### src/rtl/sram_port_arbiter_if.sv
// Core-side inst/data SRAM ports, unified memory port and status
// flags shared between the arbiter and its environment.
interface sram_port_arbiter_if;
  logic        inst_req;
  logic [31:0] inst_addr;
  logic [31:0] inst_rdata;
  logic        inst_ok;
  logic        data_req;
  logic [3:0]  data_wen;
  logic [31:0] data_addr;
  logic [31:0] data_wdata;
  logic [31:0] data_rdata;
  logic        data_ok;
  logic        mem_req;
  logic [3:0]  mem_wen;
  logic [31:0] mem_addr;
  logic [31:0] mem_wdata;
  logic [31:0] mem_rdata;
  logic        mem_ready;
  logic        stallreq;
  logic        timeout_err;

  modport slave (
    input  inst_req, inst_addr,
    input  data_req, data_wen, data_addr, data_wdata,
    input  mem_rdata, mem_ready,
    output inst_rdata, inst_ok,
    output data_rdata, data_ok,
    output mem_req, mem_wen, mem_addr, mem_wdata,
    output stallreq, timeout_err
  );

  modport master (
    output inst_req, inst_addr,
    output data_req, data_wen, data_addr, data_wdata,
    output mem_rdata, mem_ready,
    input  inst_rdata, inst_ok,
    input  data_rdata, data_ok,
    input  mem_req, mem_wen, mem_addr, mem_wdata,
    input  stallreq, timeout_err
  );
endinterface

### src/rtl/sram_port_arbiter.sv
// Shares one single-port SRAM between fetch and data requesters:
// data-first priority, bounded data streak, per-access timeout.
module sram_port_arbiter #(
  parameter int MAX_DATA_STREAK = 4,
  parameter int TIMEOUT         = 255
) (
  input  logic                clk,
  input  logic                rst,
  sram_port_arbiter_if.slave  bus
);

  localparam int SW = $clog2(MAX_DATA_STREAK + 1);
  localparam logic [SW-1:0] STREAK_MAX = SW'(MAX_DATA_STREAK);
  localparam logic [7:0]    TO_LIM     = 8'(TIMEOUT);

  typedef enum logic [1:0] {
    IDLE,
    INST_BUSY,
    DATA_BUSY
  } state_t;

  state_t        state_q, state_d;
  logic [SW-1:0] streak_q, streak_d;
  logic [7:0]    wait_q, wait_d;
  logic [31:0]   addr_q, addr_d;
  logic [3:0]    wen_q, wen_d;
  logic [31:0]   wdata_q, wdata_d;
  logic          err_q, err_d;
  logic          done;
  logic          to_hit;
  logic          data_first;

  always_comb begin
    state_d    = state_q;
    streak_d   = streak_q;
    wait_d     = wait_q;
    addr_d     = addr_q;
    wen_d      = wen_q;
    wdata_d    = wdata_q;
    err_d      = err_q;
    done       = 1'b0;
    to_hit     = (wait_q == TO_LIM);
    data_first = bus.data_req &&
                 !(bus.inst_req && streak_q == STREAK_MAX);
    unique case (state_q)
      IDLE: begin
        if (data_first) begin
          state_d = DATA_BUSY;
          addr_d  = bus.data_addr;
          wen_d   = bus.data_wen;
          wdata_d = bus.data_wdata;
          wait_d  = 8'd1;
          if (!bus.inst_req)
            streak_d = '0;
          else if (streak_q != STREAK_MAX)
            streak_d = streak_q + SW'(1);
        end else if (bus.inst_req) begin
          state_d  = INST_BUSY;
          addr_d   = bus.inst_addr;
          wen_d    = 4'd0;
          wdata_d  = 32'd0;
          wait_d   = 8'd1;
          streak_d = '0;
        end
      end
      INST_BUSY, DATA_BUSY: begin
        wait_d = wait_q + 8'd1;
        if (bus.mem_ready || to_hit) begin
          done    = 1'b1;
          state_d = IDLE;
          // a ready in the limit cycle still counts as a completion
          if (!bus.mem_ready)
            err_d = 1'b1;
        end
      end
      default: state_d = IDLE;
    endcase
  end

  always_ff @(posedge clk) begin
    if (rst) begin
      state_q  <= IDLE;
      streak_q <= '0;
      wait_q   <= 8'd0;
      addr_q   <= 32'd0;
      wen_q    <= 4'd0;
      wdata_q  <= 32'd0;
      err_q    <= 1'b0;
    end else begin
      state_q  <= state_d;
      streak_q <= streak_d;
      wait_q   <= wait_d;
      addr_q   <= addr_d;
      wen_q    <= wen_d;
      wdata_q  <= wdata_d;
      err_q    <= err_d;
    end
  end

  // an access abandoned by reset never reports completion
  assign bus.inst_ok = done && !rst && state_q == INST_BUSY;
  assign bus.data_ok = done && !rst && state_q == DATA_BUSY;

  assign bus.inst_rdata = bus.mem_ready ? bus.mem_rdata : 32'd0;
  assign bus.data_rdata = (bus.mem_ready && wen_q == 4'd0)
                        ? bus.mem_rdata : 32'd0;

  assign bus.mem_req     = (state_q != IDLE);
  assign bus.mem_wen     = wen_q;
  assign bus.mem_addr    = addr_q;
  assign bus.mem_wdata   = wdata_q;
  assign bus.timeout_err = err_q;

  assign bus.stallreq = (bus.inst_req && !bus.inst_ok) ||
                        (bus.data_req && !bus.data_ok);

endmodule

### src/flat_wrapper.sv
// flat-port wrapper written by rule: the top's interface ports become plain ports
module sram_port_arbiter_flat 
#(
  parameter int MAX_DATA_STREAK = 4,
  parameter int TIMEOUT         = 255
)
  (clk, rst, bus_inst_req, bus_inst_addr, bus_data_req, bus_data_wen, bus_data_addr, bus_data_wdata, bus_mem_rdata, bus_mem_ready, bus_inst_rdata, bus_inst_ok, bus_data_rdata, bus_data_ok, bus_mem_req, bus_mem_wen, bus_mem_addr, bus_mem_wdata, bus_stallreq, bus_timeout_err);
  sram_port_arbiter_if bus_i ();
  input  logic clk;
  input  logic rst;
  input wire logic [$bits(bus_i.inst_req)-1:0] bus_inst_req;
  input wire logic [$bits(bus_i.inst_addr)-1:0] bus_inst_addr;
  input wire logic [$bits(bus_i.data_req)-1:0] bus_data_req;
  input wire logic [$bits(bus_i.data_wen)-1:0] bus_data_wen;
  input wire logic [$bits(bus_i.data_addr)-1:0] bus_data_addr;
  input wire logic [$bits(bus_i.data_wdata)-1:0] bus_data_wdata;
  input wire logic [$bits(bus_i.mem_rdata)-1:0] bus_mem_rdata;
  input wire logic [$bits(bus_i.mem_ready)-1:0] bus_mem_ready;
  output wire logic [$bits(bus_i.inst_rdata)-1:0] bus_inst_rdata;
  output wire logic [$bits(bus_i.inst_ok)-1:0] bus_inst_ok;
  output wire logic [$bits(bus_i.data_rdata)-1:0] bus_data_rdata;
  output wire logic [$bits(bus_i.data_ok)-1:0] bus_data_ok;
  output wire logic [$bits(bus_i.mem_req)-1:0] bus_mem_req;
  output wire logic [$bits(bus_i.mem_wen)-1:0] bus_mem_wen;
  output wire logic [$bits(bus_i.mem_addr)-1:0] bus_mem_addr;
  output wire logic [$bits(bus_i.mem_wdata)-1:0] bus_mem_wdata;
  output wire logic [$bits(bus_i.stallreq)-1:0] bus_stallreq;
  output wire logic [$bits(bus_i.timeout_err)-1:0] bus_timeout_err;
  assign bus_i.inst_req = bus_inst_req;
  assign bus_i.inst_addr = bus_inst_addr;
  assign bus_i.data_req = bus_data_req;
  assign bus_i.data_wen = bus_data_wen;
  assign bus_i.data_addr = bus_data_addr;
  assign bus_i.data_wdata = bus_data_wdata;
  assign bus_i.mem_rdata = bus_mem_rdata;
  assign bus_i.mem_ready = bus_mem_ready;
  assign bus_inst_rdata = bus_i.inst_rdata;
  assign bus_inst_ok = bus_i.inst_ok;
  assign bus_data_rdata = bus_i.data_rdata;
  assign bus_data_ok = bus_i.data_ok;
  assign bus_mem_req = bus_i.mem_req;
  assign bus_mem_wen = bus_i.mem_wen;
  assign bus_mem_addr = bus_i.mem_addr;
  assign bus_mem_wdata = bus_i.mem_wdata;
  assign bus_stallreq = bus_i.stallreq;
  assign bus_timeout_err = bus_i.timeout_err;
  sram_port_arbiter #(.MAX_DATA_STREAK(MAX_DATA_STREAK), .TIMEOUT(TIMEOUT)) u_core (.clk(clk), .rst(rst), .bus(bus_i));
endmodule
### config.mk
export PLATFORM = sky130hd
export DESIGN_NAME = sram_port_arbiter_flat
export DESIGN_NICKNAME = d
export VERILOG_FILES = /design/src/rtl/sram_port_arbiter_if.sv /design/src/rtl/sram_port_arbiter.sv /design/src/flat_wrapper.sv
export SDC_FILE = /design/constraint.sdc
export NUM_CORES = 1
export LEC_CHECK = 0
export ABC_AREA = 1
export BUFFER_PORTS_ARGS = -buffer_cell sky130_fd_sc_hd__buf_2
export CAP_MARGIN = 20
export CORE_AREA = 2 2 106 108
export CTS_BUF_LIST = sky130_fd_sc_hd__clkbuf_8
export DETAILED_ROUTE_END_ITERATION = 10
export DIE_AREA = 0 0 108 110
export GPL_ROUTABILITY_DRIVEN = 0
export GPL_TIMING_DRIVEN = 1
export HOLD_SLACK_MARGIN = 0.12
export PLACE_DENSITY = 0.74
export SKIP_LAST_GASP = 1
export SLEW_MARGIN = 15
export SYNTH_ARGS = -nofsm -noshare
export SYNTH_HDL_FRONTEND = slang
export SYNTH_SLANG_ARGS = --single-unit
export TNS_END_PERCENT = 10
### constraint.sdc
create_clock -name clk -period 2.55 [get_ports clk]
set_input_delay 0.1275 -clock clk [delete_from_list [all_inputs] [get_ports clk]]
set_output_delay 0.1275 -clock clk [all_outputs]
set_load 0.01 [all_outputs]
==> results of run 1 <==
[flip-flops by register name (all words and copies together) (netlist names)]
| register | count |
|---|---|
| u_core.wait_q | 8 |
| u_core.streak_q | 3 |
| u_core.bus.mem_wen | 4 |
| u_core.bus.timeout_err | 1 |
| u_core.bus.mem_addr | 32 |
| u_core.state_q | 2 |
| u_core.bus.mem_wdata | 32 |
[cell type report]
type	count	area, um^2	share of cell area, %
timing repair buffer	385	2535	37.17
multi-input combinational	382	1833	26.88
sequential	82	1642	24.07
inverter	116	435.4	6.385
tap	140	175.2	2.569
clock buffer	9	123.9	1.817
clock inverter	7	75.07	1.101
[cells in the final DEF (no fill, tap or decap)]
| master | count |
|---|---|
| buf_2 | 273 |
| nand2_1 | 154 |
| inv_1 | 112 |
| dlygate4sd3_1 | 101 |
| dfxtp_1 | 82 |
| nor2_1 | 46 |
| o21ai_0 | 42 |
| a21oi_1 | 42 |
| nand3_1 | 41 |
| o211ai_1 | 32 |
| clkbuf_8 | 9 |
| ha_1 | 7 |
| buf_12 | 6 |
| buf_4 | 5 |
| inv_2 | 4 |
| nand4_1 | 3 |
| inv_6 | 3 |
| nor2_2 | 2 |
| nand2_2 | 2 |
| nor3_1 | 2 |
| clkinv_2 | 2 |
| nor4_1 | 1 |
| nor2_4 | 1 |
| nand3_2 | 1 |
| a21oi_2 | 1 |
| o21ai_2 | 1 |
| and3_1 | 1 |
| xnor2_1 | 1 |
| a31oi_1 | 1 |
| xor2_1 | 1 |
| bufinv_16 | 1 |
| clkinv_4 | 1 |
[routing by layer]
metal / vias to the layer above / routed length (um) / GRT usage, %
met5: - / 0 / 0
met4: 0 / 270 / 9.066
met3: 24 / 894 / 4.997
met2: 201 / 7373 / 41.15
met1: 2348 / 6163 / 28.95
li1: 2646 / - / -
[metrics by stage]
stage / hold WS, ns / std cells
2_1_floorplan: 0.1966 / 620
3_3_place_gp: 0.3741 / 1004
3_5_place_dp: 0.3805 / 1004
4_1_cts: 0.1256 / 1121
5_1_grt: 0.1421 / 1121
6_report: 0.1424 / 1121
[worst max-delay path: cells and delay by family, from the launching register on]
kind | cells | cell delay, ns
AO/OA/AOI/OAI | 1 | 0.08
adder cells (fa/ha/maj) | 1 | 0.21
buffers and inverters | 5 | 1.04
flip-flops | 1 | 0.35
AND/OR/NAND/NOR | 2 | 0.56
[power breakdown]
part,switching (W),internal [W]
Combinational,0.000617,0.000558
Clock,0.000510,0.000462
Sequential,0.0000802,0.00142
[cell families (layout without fill, tap and decap cells)]
| family | after synthesis | after routing | synth area share (%) |
|---|---|---|---|
| and+or+nand+nor | 254 | 254 | 25.38 |
| buffers and inverters | 156 | 517 | 15.49 |
| AOI/OAI and AO/OA | 119 | 119 | 16.65 |
| DFF | 82 | 82 | 39.93 |
| adders and majority gates | 7 | 7 | 2.130 |
| xor gates and xnor gates | 2 | 2 | 0.4261 |
[what timing repair did]
item | CTS | global route
hold endpoints to repair | 73 | 0
hold buffers | 101 | 0
buffers inserted | 0 | 0
[worst max path at each step]
stage                           start                       to  slack, ns  cells past startpoint
finish              u_core.state_q[1]   u_core.bus.mem_addr[7]       0.22                      9
global route        u_core.state_q[0]  u_core.bus.mem_addr[14]       0.05                      9
CTS                 u_core.state_q[1]   u_core.bus.mem_addr[7]       0.24                      9
detailed placement  u_core.state_q[1]   u_core.bus.mem_addr[1]       0.75                      8
global placement    u_core.state_q[0]   u_core.bus.mem_addr[7]       0.81                      8
floorplan           u_core.state_q[0]   u_core.bus.mem_addr[5]       1.14                      8
==> results.ini, run 1 <==
[power_and_ir_drop]
ir_drop_v=0.0003376
powerDensity_nw_per_um2=535.6
p_total_w=0.003652
leakage_nw=3.956

[worst_hold_path]
min_path_cells=5
worstHoldEndpoint=u_core.bus.mem_addr[27]
min_path_type=in2reg
min-delay-start=bus_inst_addr[27]

[detailed_routing]
drt_iter0_markers=306
via_per_inst=4.656
dr.pass1.iters=5
wl_per_cell_um=13.12
drc=0
drt.antenna.violating_nets=0
wl_um=14700
num_vias=5219

[clocking]
root_buffer=clkbuf_8
cts_made_buffers=9
clkTransAtPathRegs_ns=0.09
post_cts_resized=0
clk_latency_ns=0.35
htreeDepth=3
clk_path_buf_depth=2
cts_tree=done
clock-sinks=82

[setup_path]
crit_chain=inv_1 -> ha_1 -> inv_2 -> nor2_4 -> buf_12 -> nand3_1 -> dlygate4sd3_1 -> o211ai_1 -> inv_1
r2r-start=u_core.state_q[1]
cp-end-kind=flip-flop
critPathMostFrequentCell=inv_1
ff2ff_path_depth=9
cp_max_fo=31
worstPathRequired_ns=2.80
crit_slowest_cell=dlygate4sd3_1
critPathLaunchType=flip-flop
critical_path_arrival_ns=2.58
reg2reg_slack_ns=0.22
slowest_delay_ns=0.57
r2r-end=u_core.bus.mem_addr[7]
worstSetupPathType=reg2reg

[floorplanning]
die_area_um2=11880
coreArea_um2=10700
io_pins=274
dieHeight_um=110
row_count=38
start_util_pct=38.43
fp.dieW_um=108

[synthesis]
synth_edf_count=0
synth_area_leader_cell=dfxtp_1
synth_common_cells=nand2_1, inv_1, dfxtp_1, nor2_1
synth_top_area_share_pct=39.93
yosysMostFrequentCell=nand2_1
async_reset_ff_share_pct=0
syn_nets=764
syn_area_per_cell_um2=6.631
synth_area_um2=4111
synth_seq_cells=82
synthTopCellsByArea=dfxtp_1, nand2_1, inv_1
yosysUniqueCellTypes=28
synthCells=620
synth_flop_cell=dfxtp_1
synth_seq_area_share_pct=39.93
yosys_warnings=0

[grt]
grt_max_degree=63
grt_use_total_pct=23.73
grt_pass1_wl_um=22580
grt_overflow=0
antenna_found_initial=0
grt_pass1_vias=4867

[timing]
relSlewSlack_pct=62.45
hold_violations=0
rsz0062_at_grt=false
maxSlewViolCount=0
post-route-min-period_ns=2.328
finalSetupViolations=0
max_freq_mhz=429.5
finalSetupTns_ns=0
finalCritPeriodShare_pct=91.30
setup_slack_ns=0.2220
clock_skew_ns=0.01923
worstMarginPinSlew_ns=0.5619

[final_layout]
fin_area_um2=6819
final_net_count=1120
antennaDiodeCount=0
area_growth_syn_to_layout_pct=65.86
fill_cells=918
final_layout_size_suffix_gt1_share_pct=31.80
fin_util_pct=63.74

[place]
portBuffers=273
hpwl_um=9192
dpl_cell_area_um2=5609
place_ws_ns=0.7538

[outcome]
outcome=finished clean

[run]
cap_violations=0

Note: power is estimated with default switching activity, not from simulation.
==> inputs of run 2 (changes only) <==
REMOVE_ABC_BUFFERS = 1   (was unset)
==> run 2 against run 1 <==
Compared with the run above:
- via count up 1.1%
- critical endpoint unchanged
- sequential cell count unchanged
- highest routed layer unchanged
- critical path depth unchanged
- sequential power about the same
- fmax up 0.24%
- largest power group unchanged
==> results.ini, run 2 (synthesis gave the netlist of run 1 again) <==
[setup_path]
r2r-end=u_core.bus.mem_addr[7]
critPathLaunch=u_core.state_q[0]
worstPathRequired_ns=2.80  ; about the same
critPathMostFrequentCell=inv_1
r2r-start=u_core.state_q[0]
ff2ff_path_depth=9  ; unchanged
reg2reg_slack_ns=0.23  ; about the same
crit_chain=inv_1 -> ha_1 -> inv_2 -> nor2_4 -> buf_4 -> nand3_1 -> dlygate4sd3_1 -> o211ai_1 -> inv_1
critPathLaunchType=flip-flop
worstSetupPathType=reg2reg
critical_path_arrival_ns=2.57  ; about the same
cp_num_cells=9  ; unchanged
crit_slowest_cell=dlygate4sd3_1
path_delay_family=buffers and inverters
cp-end-kind=flip-flop
crit_end=u_core.bus.mem_addr[7]
slowest_delay_ns=0.60  ; +0.03 ns
cp_max_fo=52  ; +68%
worst-path-buf-inv=5  ; unchanged

[floorplanning]
start_util_pct=38.43  ; unchanged
fp.dieW_um=108  ; unchanged
coreArea_um2=10700  ; unchanged
io_pins=274  ; unchanged
row_count=38  ; unchanged
dieHeight_um=110  ; unchanged
die_area_um2=11880  ; unchanged

[grt]
grt_pass1_vias=4928  ; +1.3%
antenna_found_initial=1  ; +1
use_met3_pct=5.115  ; +0.12 points
grt_use_total_pct=24.96  ; +1.2 points
grt.met1_usage_pct=25.64  ; -3.3 points
top_usage_layer=met2
grt_overflow=0  ; unchanged
grt_max_degree=89  ; +41%
grt_pass1_wl_um=23270  ; +3.1%
met2_usage_pct=46.99  ; +5.8 points

[clocking]
htreeDepth=3  ; unchanged
clk_path_buf_depth=2  ; unchanged
cts_made_buffers=9  ; unchanged
clk_latency_ns=0.36  ; about the same
clkTransAtPathRegs_ns=0.08  ; about the same
clock-sinks=82  ; unchanged
root_buffer=clkbuf_8
cts_tree=done

[timing]
hold_violations=0  ; unchanged
maxSlewViolCount=0  ; unchanged
holdWs_ns=0.1901  ; +0.04770 ns
finalSetupViolations=0  ; unchanged
rsz0062_at_grt=false
worstMarginPinSlew_ns=0.4954  ; -0.06652 ns
relSlewSlack_pct=66.97  ; +4.5 points
clock_skew_ns=0.01368  ; -0.005550 ns
post-route-min-period_ns=2.322  ; -0.005597 ns
finalCritPeriodShare_pct=91.08  ; -0.22 points
max_freq_mhz=430.6  ; +0.24%

[final_layout]
fill_cells=947  ; +3.2%
area_growth_syn_to_layout_pct=64.15
final_net_count=1116  ; -0.36%
final_layout_size_suffix_gt1_share_pct=31.73  ; -0.074 points
fin_area_um2=6749  ; -1.0%
multiInputGateArea_um2=1833  ; unchanged
layout.area.seq_um2=1642  ; unchanged
layout_common_cells=buf_2, nand2_1, inv_1
final_common_cell=buf_2

[detailed_routing]
drc=0  ; unchanged
dr.pass1.iters=5  ; unchanged
via_per_inst=4.719  ; +1.4%
wl_um=15310  ; +4.1%
drt_iter0_markers=307  ; +0.33%
num_vias=5276  ; +1.1%
drt.antenna.violating_nets=0  ; unchanged
wl_per_cell_um=13.69  ; +4.4%

[place]
portBuffers=273  ; unchanged
dpl_cell_area_um2=5532  ; -1.4%
hpwl_um=9466  ; +3.0%

[outcome]
outcome=finished clean

[worst_hold_path]
min_path_type=in2reg

[power_and_ir_drop]
powerDensity_nw_per_um2=546.8  ; +2.1%
ir_drop_v=0.0002744  ; -19%
leakage_nw=3.925  ; -0.78%

[run]
cap_violations=0  ; unchanged

[run 2: changes by cell type in the layout (fill, tap and decap cells not counted), sizes merged]
cell	before	now
buf	284	282
diode	0	1
dlygate4sd3	101	99
bufinv	1	2
inv	119	118
[run 2: how the worst min path moves through the flow]
| stage | start | to | slack, ns | depth (start not counted) |
|---|---|---|---|---|
| 6_report | bus_inst_addr[21] | u_core.bus.mem_addr[21] | 0.19 | 5 |
| 5_1_grt | bus_inst_addr[21] | u_core.bus.mem_addr[21] | 0.22 | 5 |
| 4_1_cts | bus_inst_addr[8] | u_core.bus.mem_addr[8] | 0.12 | 5 |
| 3_5_place_dp | rst | u_core.streak_q[2] | 0.36 | 2 |
| 3_3_place_gp | rst | u_core.streak_q[2] | 0.36 | 2 |
| 2_1_floorplan | rst | u_core.state_q[0] | 0.20 | 1 |
[run 2: cell type report]
class / instances / area share [%]
Timing Repair Buffer: 381 / 36.11
Multi-Input combinational cell: 382 / 27.16
Sequential cell: 82 / 24.32
Inverter: 116 / 6.452
Tap cell: 140 / 2.595
Clock buffer: 9 / 1.835
Clock inverter: 7 / 1.483
Antenna cell: 1 / 0.03708
[run 2: per-stage QoR]
| stage | utilization (%) | setup TNS [ns] | power (W) | instances | worst slack (ns) |
|---|---|---|---|---|---|
| 3_5_place_dp | 51.71 | 0 | 0.002461 | 1002 | 0.7916 |
| 3_3_place_gp | 51.71 | 0 | 0.002453 | 1002 | 0.8530 |
| 4_1_cts | 63.06 | 0 | 0.003686 | 1117 | 0.2949 |
| 6_report | 63.09 | 0 | 0.003691 | 1118 | 0.2276 |
| 5_1_grt | 63.09 | 0 | 0.003889 | 1118 | 0.06740 |
| 2_1_floorplan | - | -0.1390 | 0.002014 | 580 | -0.1101 |
[run 2: metal layers]
metal  vias up  routed length, um
li1       2636                  -
met1      2307               5467
met2       292               7926
met3        41               1375
met4         0                538
met5         -                  0
[run 2: report_power, final]
group          switching [W]  total [W]  internal (W)
logic               0.000609    0.00113      0.000519
registers          0.0000813    0.00151       0.00142
clock network       0.000496    0.00106      0.000560
total                0.00119    0.00369       0.00250
[run 2: worst register-to-register path, delay by kind of cell (launching register included)]
| kind | cells | cell delay (ns) |
|---|---|---|
| fa+ha+maj | 1 | 0.22 |
| buf+inv | 5 | 1.26 |
| flops | 1 | 0.34 |
| compound gates | 1 | 0.11 |
| simple gates | 2 | 0.29 |
[run 2: what timing repair did]
action	CTS	global route
gates resized for setup	0	0
setup buffers	0	0
endpoints found under the hold margin	72	0
hold buffers	99	0
